[config.mk]
export PLATFORM = sky130hd
export DESIGN_NAME = serial_pattern_tx
export DESIGN_NICKNAME = d
export VERILOG_FILES = /design/src/rtl/serial_pattern_tx.sv
export SDC_FILE = /design/constraint.sdc
export NUM_CORES = 1
export LEC_CHECK = 0
export BUFFER_PORTS_ARGS = -buffer_cell sky130_fd_sc_hd__buf_4
export CORE_MARGIN = 8
export CORE_UTILIZATION = 55
export DETAILED_ROUTE_END_ITERATION = 8
export GPL_TIMING_DRIVEN = 0
export PLACE_DENSITY = 0.89
export SKIP_LAST_GASP = 1
export SYNTH_ARGS = -nofsm -noshare
export SYNTH_HDL_FRONTEND = slang
export SYNTH_SLANG_ARGS = --single-unit
[constraint.sdc]
create_clock -name clk -period 2.5 [get_ports clk]
set_input_delay 0.125 -clock clk [delete_from_list [all_inputs] [get_ports clk]]
set_output_delay 0.125 -clock clk [all_outputs]
set_load 0.03 [all_outputs]
[src/rtl/serial_pattern_tx.sv]
`default_nettype none
// ============================================================================
// Module   : serial_pattern_tx
// Brief    : Latches a parallel pattern and shifts its active window out MSB
//            first, one bit per clock. Define SERIAL_PATTERN_TX_REPEAT_EN to
//            add the rpt input for gapless frame repetition.
// Revision : 1.0 - initial release
// ============================================================================
module serial_pattern_tx #(
    parameter int WIDTH = 8
) (
    input  logic                       clk,
    input  logic                       rstn,
    input  logic                       start,
    input  logic [WIDTH-1:0]           pattern,
    input  logic [$clog2(WIDTH+1)-1:0] len,
`ifdef SERIAL_PATTERN_TX_REPEAT_EN
    input  logic                       rpt,
`endif
    output logic                       out,
    output logic                       out_valid,
    output logic                       busy,
    output logic                       done
);

    localparam int LW = $clog2(WIDTH+1);
    localparam logic [LW-1:0] c_WIDTH = LW'(WIDTH);
    localparam logic [LW-1:0] c_ONE   = LW'(1);

    typedef enum logic [1:0] {
        IDLE  = 2'd0,
        SHIFT = 2'd1,
        DONE  = 2'd2
    } state_t;

    state_t           r_state, w_state_nxt;
    logic [WIDTH-1:0] r_shreg, w_shreg_nxt;
    logic [LW-1:0]    r_cnt,   w_cnt_nxt;
    logic             r_out,   w_out_nxt;
    logic             r_valid, w_valid_nxt;
    logic             r_busy,  w_busy_nxt;
    logic             r_done,  w_done_nxt;

    logic [LW-1:0]    w_len_eff;
    logic [WIDTH-1:0] w_aligned;

    // Out-of-range lengths fall back to the full width; the pattern is then
    // left-aligned so the first bit to send always sits at the MSB.
    assign w_len_eff = ((len == '0) || (len > c_WIDTH)) ? c_WIDTH : len;
    assign w_aligned = pattern << (c_WIDTH - w_len_eff);

`ifdef SERIAL_PATTERN_TX_REPEAT_EN
    logic [WIDTH-1:0] r_pat, w_pat_nxt;
    logic [LW-1:0]    r_len, w_len_nxt;
`endif

    always_ff @(posedge clk or negedge rstn) begin
        if (!rstn) begin
            r_state <= IDLE;
            r_shreg <= '0;
            r_cnt   <= '0;
            r_out   <= 1'b0;
            r_valid <= 1'b0;
            r_busy  <= 1'b0;
            r_done  <= 1'b0;
`ifdef SERIAL_PATTERN_TX_REPEAT_EN
            r_pat   <= '0;
            r_len   <= '0;
`endif
        end else begin
            r_state <= w_state_nxt;
            r_shreg <= w_shreg_nxt;
            r_cnt   <= w_cnt_nxt;
            r_out   <= w_out_nxt;
            r_valid <= w_valid_nxt;
            r_busy  <= w_busy_nxt;
            r_done  <= w_done_nxt;
`ifdef SERIAL_PATTERN_TX_REPEAT_EN
            r_pat   <= w_pat_nxt;
            r_len   <= w_len_nxt;
`endif
        end
    end

    always_comb begin
        w_state_nxt = r_state;
        w_shreg_nxt = r_shreg;
        w_cnt_nxt   = r_cnt;
        w_out_nxt   = 1'b0;
        w_valid_nxt = 1'b0;
        w_busy_nxt  = 1'b0;
        w_done_nxt  = 1'b0;
`ifdef SERIAL_PATTERN_TX_REPEAT_EN
        w_pat_nxt   = r_pat;
        w_len_nxt   = r_len;
`endif
        case (r_state)
            IDLE, DONE: begin
                w_state_nxt = IDLE;
                if (start) begin
                    w_state_nxt = SHIFT;
                    w_shreg_nxt = w_aligned << 1;
                    w_cnt_nxt   = w_len_eff;
                    w_out_nxt   = w_aligned[WIDTH-1];
                    w_valid_nxt = 1'b1;
                    w_busy_nxt  = 1'b1;
`ifdef SERIAL_PATTERN_TX_REPEAT_EN
                    w_pat_nxt   = w_aligned;
                    w_len_nxt   = w_len_eff;
`endif
                end
            end
            SHIFT: begin
                // r_cnt counts bits still to be presented, including the current one
                if (r_cnt == c_ONE) begin
                    w_done_nxt = 1'b1;
`ifdef SERIAL_PATTERN_TX_REPEAT_EN
                    if (rpt) begin
                        w_shreg_nxt = r_pat << 1;
                        w_cnt_nxt   = r_len;
                        w_out_nxt   = r_pat[WIDTH-1];
                        w_valid_nxt = 1'b1;
                        w_busy_nxt  = 1'b1;
                    end else begin
                        w_state_nxt = DONE;
                        w_cnt_nxt   = '0;
                    end
`else
                    w_state_nxt = DONE;
                    w_cnt_nxt   = '0;
`endif
                end else begin
                    w_shreg_nxt = r_shreg << 1;
                    w_cnt_nxt   = r_cnt - c_ONE;
                    w_out_nxt   = r_shreg[WIDTH-1];
                    w_valid_nxt = 1'b1;
                    w_busy_nxt  = 1'b1;
                end
            end
            default: begin
                w_state_nxt = IDLE;
            end
        endcase
    end

    assign out       = r_out;
    assign out_valid = r_valid;
    assign busy      = r_busy;
    assign done      = r_done;

endmodule
`default_nettype wire

# Yosys cells after proc, flatten, opt, wreduce, memory -nomap -nowiden
# Index checks and enable logic that the tools add are counted.
# totals
reg_bits	17
input_bits	15
out_inout_bits	4
wordCells	41
# classes
addsub	2
magnitude_cmp	1
n_eq_ne	6
shift	1
muxes	18
reduce_logical	7
# op_table
cell	n
$mux W8	2
$pmux W8 S2	1
$mux W4	3
$pmux W4 S2	1
$shl A8 B4 Y8	1
$mux W1	7
$ne A2 B2 Y1 const B	3
$eq A4 B1 Y1 const B	1
$gt A4 B4 Y1 const B	1
$logic_not A4 Y1	1
$pmux W1 S2	2
$pmux W2 S2	1
$sub A4 B1 Y4 const B	1
$sub A4 B4 Y4 const A	1
$reduce_and A3 Y1	1
$eq A2 B1 Y1 const B	1
$eq A2 B2 Y1 const B	1
$logic_not A2 Y1	1
$mux W2	1
$reduce_and A2 Y1	1
$reduce_bool A2 Y1	1
$reduce_or A2 Y1	1
$logic_or A1 B1 Y1	1

# Depth between registers and ports, before layout
# depth
ltp_word	7
ltp_mapped	9
mapped_depth_nobuf	8

# Worst setup path before layout
# No wires, ideal clock.
# synth_timing
path_kind	reg2reg
start	reg r_cnt[1]
end	reg r_shreg[5]
setup_time_ns	0.133
arrival_ns	1.562
required_ns	2.367
setup_slack_ns	0.804
stages_incl_launch_ff	9
n_path_buf	1
period_less_slack_ns	1.696
path_cell_list	dfrtp_1 inv_1 ha_1 or3b_1 clkbuf_1 a21oi_4 inv_2 o21ai_1 o21ai_0
# synth_via
elab_chain_cells	3
# synth_rtl
element	line_no	rtl
start: declaration	38	logic [LW-1:0] r_cnt, w_cnt_nxt;
start signal: assignment	73	r_cnt <= w_cnt_nxt;
$eq A4 B1 Y1	115	if (r_cnt == c_ONE) begin
$ne A2 B2 Y1 (no line)	-	
$reduce_and A3 Y1 (no line)	-	
end signal: assignment	72	r_shreg <= w_shreg_nxt;
end: declaration	37	logic [WIDTH-1:0] r_shreg, w_shreg_nxt;
# Every way passes these cells.
# A chain may end at the register's enable or synchronous reset.

# Worst setup path in the final report
# Ends and elaborated chain as after synthesis.

==> results.json <==
{
  "synth-simple-area-share": 0.1763,
  "maxCapViolations": 0,
  "fillers": 136,
  "ys_warn_count": 0,
  "drive_above_1_share": 0.2419,
  "ys_types": 35,
  "avgSynthCellArea_um2": 9.948,
  "hold_violations": 0,
  "synthAdderAreaFrac": 0.03699,
  "clk_latency_ps": 270,
  "ant_nets": 0,
  "rr_startpoint": "r_cnt[1]",
  "whs_ps": 189.9,
  "rsz0062_at_grt": "false",
  "synthDominantCellAreaShare": 0.3946,
  "clockPowerShare": 0.104,
  "crit_required_ps": 2650,
  "worst_pin_slew_ps": 664.1,
  "finalSetupViolCount": 0,
  "ys_seq_area_frac": 0.3946,
  "ios": 19,
  "path_clk_slew_ps": 90,
  "vias_per_cell": 5.812,
  "vdd_ir_drop_max_v": 0.0004129,
  "p_int_mw": 0.6901,
  "antenna_found_initial": 0,
  "fin_nets": 144,
  "grt_max_degree": 17,
  "wl_per_cell_um": 14.82,
  "htreeDepth": 1,
  "worst_clock_skew_ps": 4.977,
  "die-area_um2": 3475,
  "max_freq_mhz": 519.4,
  "cp-start-kind": "flip-flop",
  "area_growth_pct": 19.61,
  "fin_crit_ps": 1925,
  "synth_area_leaders": "dfrtp_1 (39%), mux2i_1 (7.9%), mux4_1 (5.2%), a21oi_1 (3.9%), ha_1 (3.7%)",
  "gp_congestion": 0.8118,
  "pre_cts_slack_ps": 538.5,
  "wirelength_um": 2208,
  "post_cts_buffers": 0,
  "drv_slew": 0,
  "comb_power_share": 0.529,
  "worstPathMaxFanout": 9,
  "arrival_ps": 2080,
  "cts-root-buf": "clkbuf_4",
  "setup_tns_ps": 0,
  "cts_buffer_depth": 2,
  "slew_headroom": 0.5564,
  "yosysTopAreaCell": "dfrtp_1",
  "clock-sinks": 16,
  "synth_area_um2": 1015,
  "synthMuxAreaShare": 0.1529,
  "initial_utilization": 0.5877,
  "diodes": 0,
  "chipWidth_um": 58.95,
  "synth_top_family_by_area": "simple AND/OR/NAND/NOR gates",
  "vias": 866,
  "min_path_type": "in -> reg",
  "cts_made_buffers": 3,
  "power_density_nw_per_um2": 1005,
  "die_y_um": 58.95,
  "grt_pass1_wl_um": 3988,
  "end_kind": "flip-flop",
  "post-route-period-util": 0.7701,
  "cts_resized": 0,
  "status": "completed",
  "seqPwrFrac": 0.367,
  "num_rows": 15,
  "core_area_um2": 1727,
  "grt_remaining_overflow": 0,
  "setup_slack_ps": 574.8,
  "synth_xor_area_frac": 0.02713,
  "yosys_register_bits": 16,
  "grtUsageTotal": 0.1467,
  "sw_frac_of_total": 0.4340,
  "p_leak_nw": 0.5435,
  "synth_nets": 120,
  "crit_type": "reg -> reg",
  "grt_pass1_vias": 954,
  "startpoint": "r_cnt[1]",
  "finish.utilization": 0.7029,
  "synth_cells": 102,
  "synth_compound_area_frac": 0.1591,
  "worstHoldStart": "len[3]",
  "io_buffers": 18,
  "cts_tree": "yes",
  "power_switching_mw": 0.5291,
  "first_pass_iters": 4,
  "drtIter0Drc": 21,
  "holdBufCountCts": 1,
  "dp_hpwl_um": 1770,
  "drc": 0
}
area by class of cell:
type / instances / area [um^2] / area share
inverter: 6 / 23.77 / 0.01959
clock buffer: 3 / 22.52 / 0.01856
tap: 25 / 31.28 / 0.02577
timing repair buffer: 19 / 145.1 / 0.1196
buffer: 5 / 30.03 / 0.02474
multi-input combinational: 75 / 560.5 / 0.4619
sequential: 16 / 400.4 / 0.3299
worst max-delay path: stages, from the launching register on:
cell,delay (ps)
dfrtp_1,400
inv_1,90
ha_1,150
or3b_1,340
clkbuf_1,200
a21oi_4,280
inv_2,110
o21ai_1,140
o21ai_0,90
cell families (layout without fill, tap and decap cells):
kind of cell	Yosys count	count (layout)
AOI/OAI and AO/OA	24	24
buffers and inverters	11	33
DFF	16	16
xor gates and xnor gates	1	1
muxes	11	11
adders and majority gates	3	3
and+or+nand+nor	36	36
synth_stat cells, drive strengths merged:
| master | instances |
|---|---|
| dfrtp | 16 |
| nor2 | 10 |
| a21oi | 9 |
| mux2i | 8 |
| nand2 | 7 |
| o21ai | 7 |
| nand3 | 5 |
| inv | 4 |
| nor3 | 4 |
| clkbuf | 3 |
| ha | 3 |
| mux4 | 3 |
| nand2b | 3 |
| nor2b | 3 |
| a211oi | 2 |
| a221oi | 2 |
| buf | 2 |
| clkinv | 2 |
| a22o | 1 |
| and2b | 1 |
| nor4 | 1 |
| o211ai | 1 |
| o311ai | 1 |
| o31ai | 1 |
| or3b | 1 |
| or4 | 1 |
| xnor2 | 1 |
stage by stage:
step | cells | power, mW | cell area, um^2
final | 149 | 1.219 | 1214
after global routing | 149 | 1.314 | 1214
after CTS | 149 | 1.220 | 1214
after detailed placement | 145 | 1.091 | 1181
after global placement | 145 | 1.044 | 1181
after floorplan | 102 | 0.9053 | 1015
flip-flops by register name, summed over array words and instances (netlist names):
name and flops:
busy 1, done 1, out 1, r_cnt 4
r_shreg 7, r_state 2
layout by cell type (no fill, tap or decap), types with 2 or more instances in the layout:
master / instances
nor2b_1: 2
nor3_1: 4
clkbuf_1: 3
o21ai_0: 6
clkbuf_4: 3
nand2_1: 7
ha_1: 3
mux2i_1: 8
a221oi_1: 2
buf_4: 19
a21oi_1: 8
nand2b_1: 3
nand3_1: 5
mux4_1: 2
inv_1: 3
nor2_1: 10
dfrtp_1: 16
per-layer routing:
metal / up-vias / wire length (um) / track usage
met5: - / 0 / 0
met4: 0 / 62 / 0.09556
met3: 8 / 103 / 0.02826
met2: 29 / 1118 / 0.2508
met1: 413 / 924 / 0.1609
li1: 416 / - / -
power by group through the flow:
stage	registers, mW	logic [mW]	clock network [mW]
finish	0.447	0.645	0.127
global route	0.460	0.715	0.140
CTS	0.446	0.645	0.130
detailed placement	0.448	0.642	0
global placement	0.442	0.602	0
floorplan	0.471	0.435	0
worst paths after layout:
path / slack [ps] / to / depth (start not counted)
max: 570 / r_shreg[5] / 8
min: 190 / r_cnt[3] / 3
max reg2reg: 570 / r_shreg[5] / 8
min reg2reg: 500 / r_shreg[2] / 2
max in group asynchronous: 2090 / r_shreg[6] / 2
min in group asynchronous: 230 / r_state[1] / 2
(Power assumes the default switching activity.)
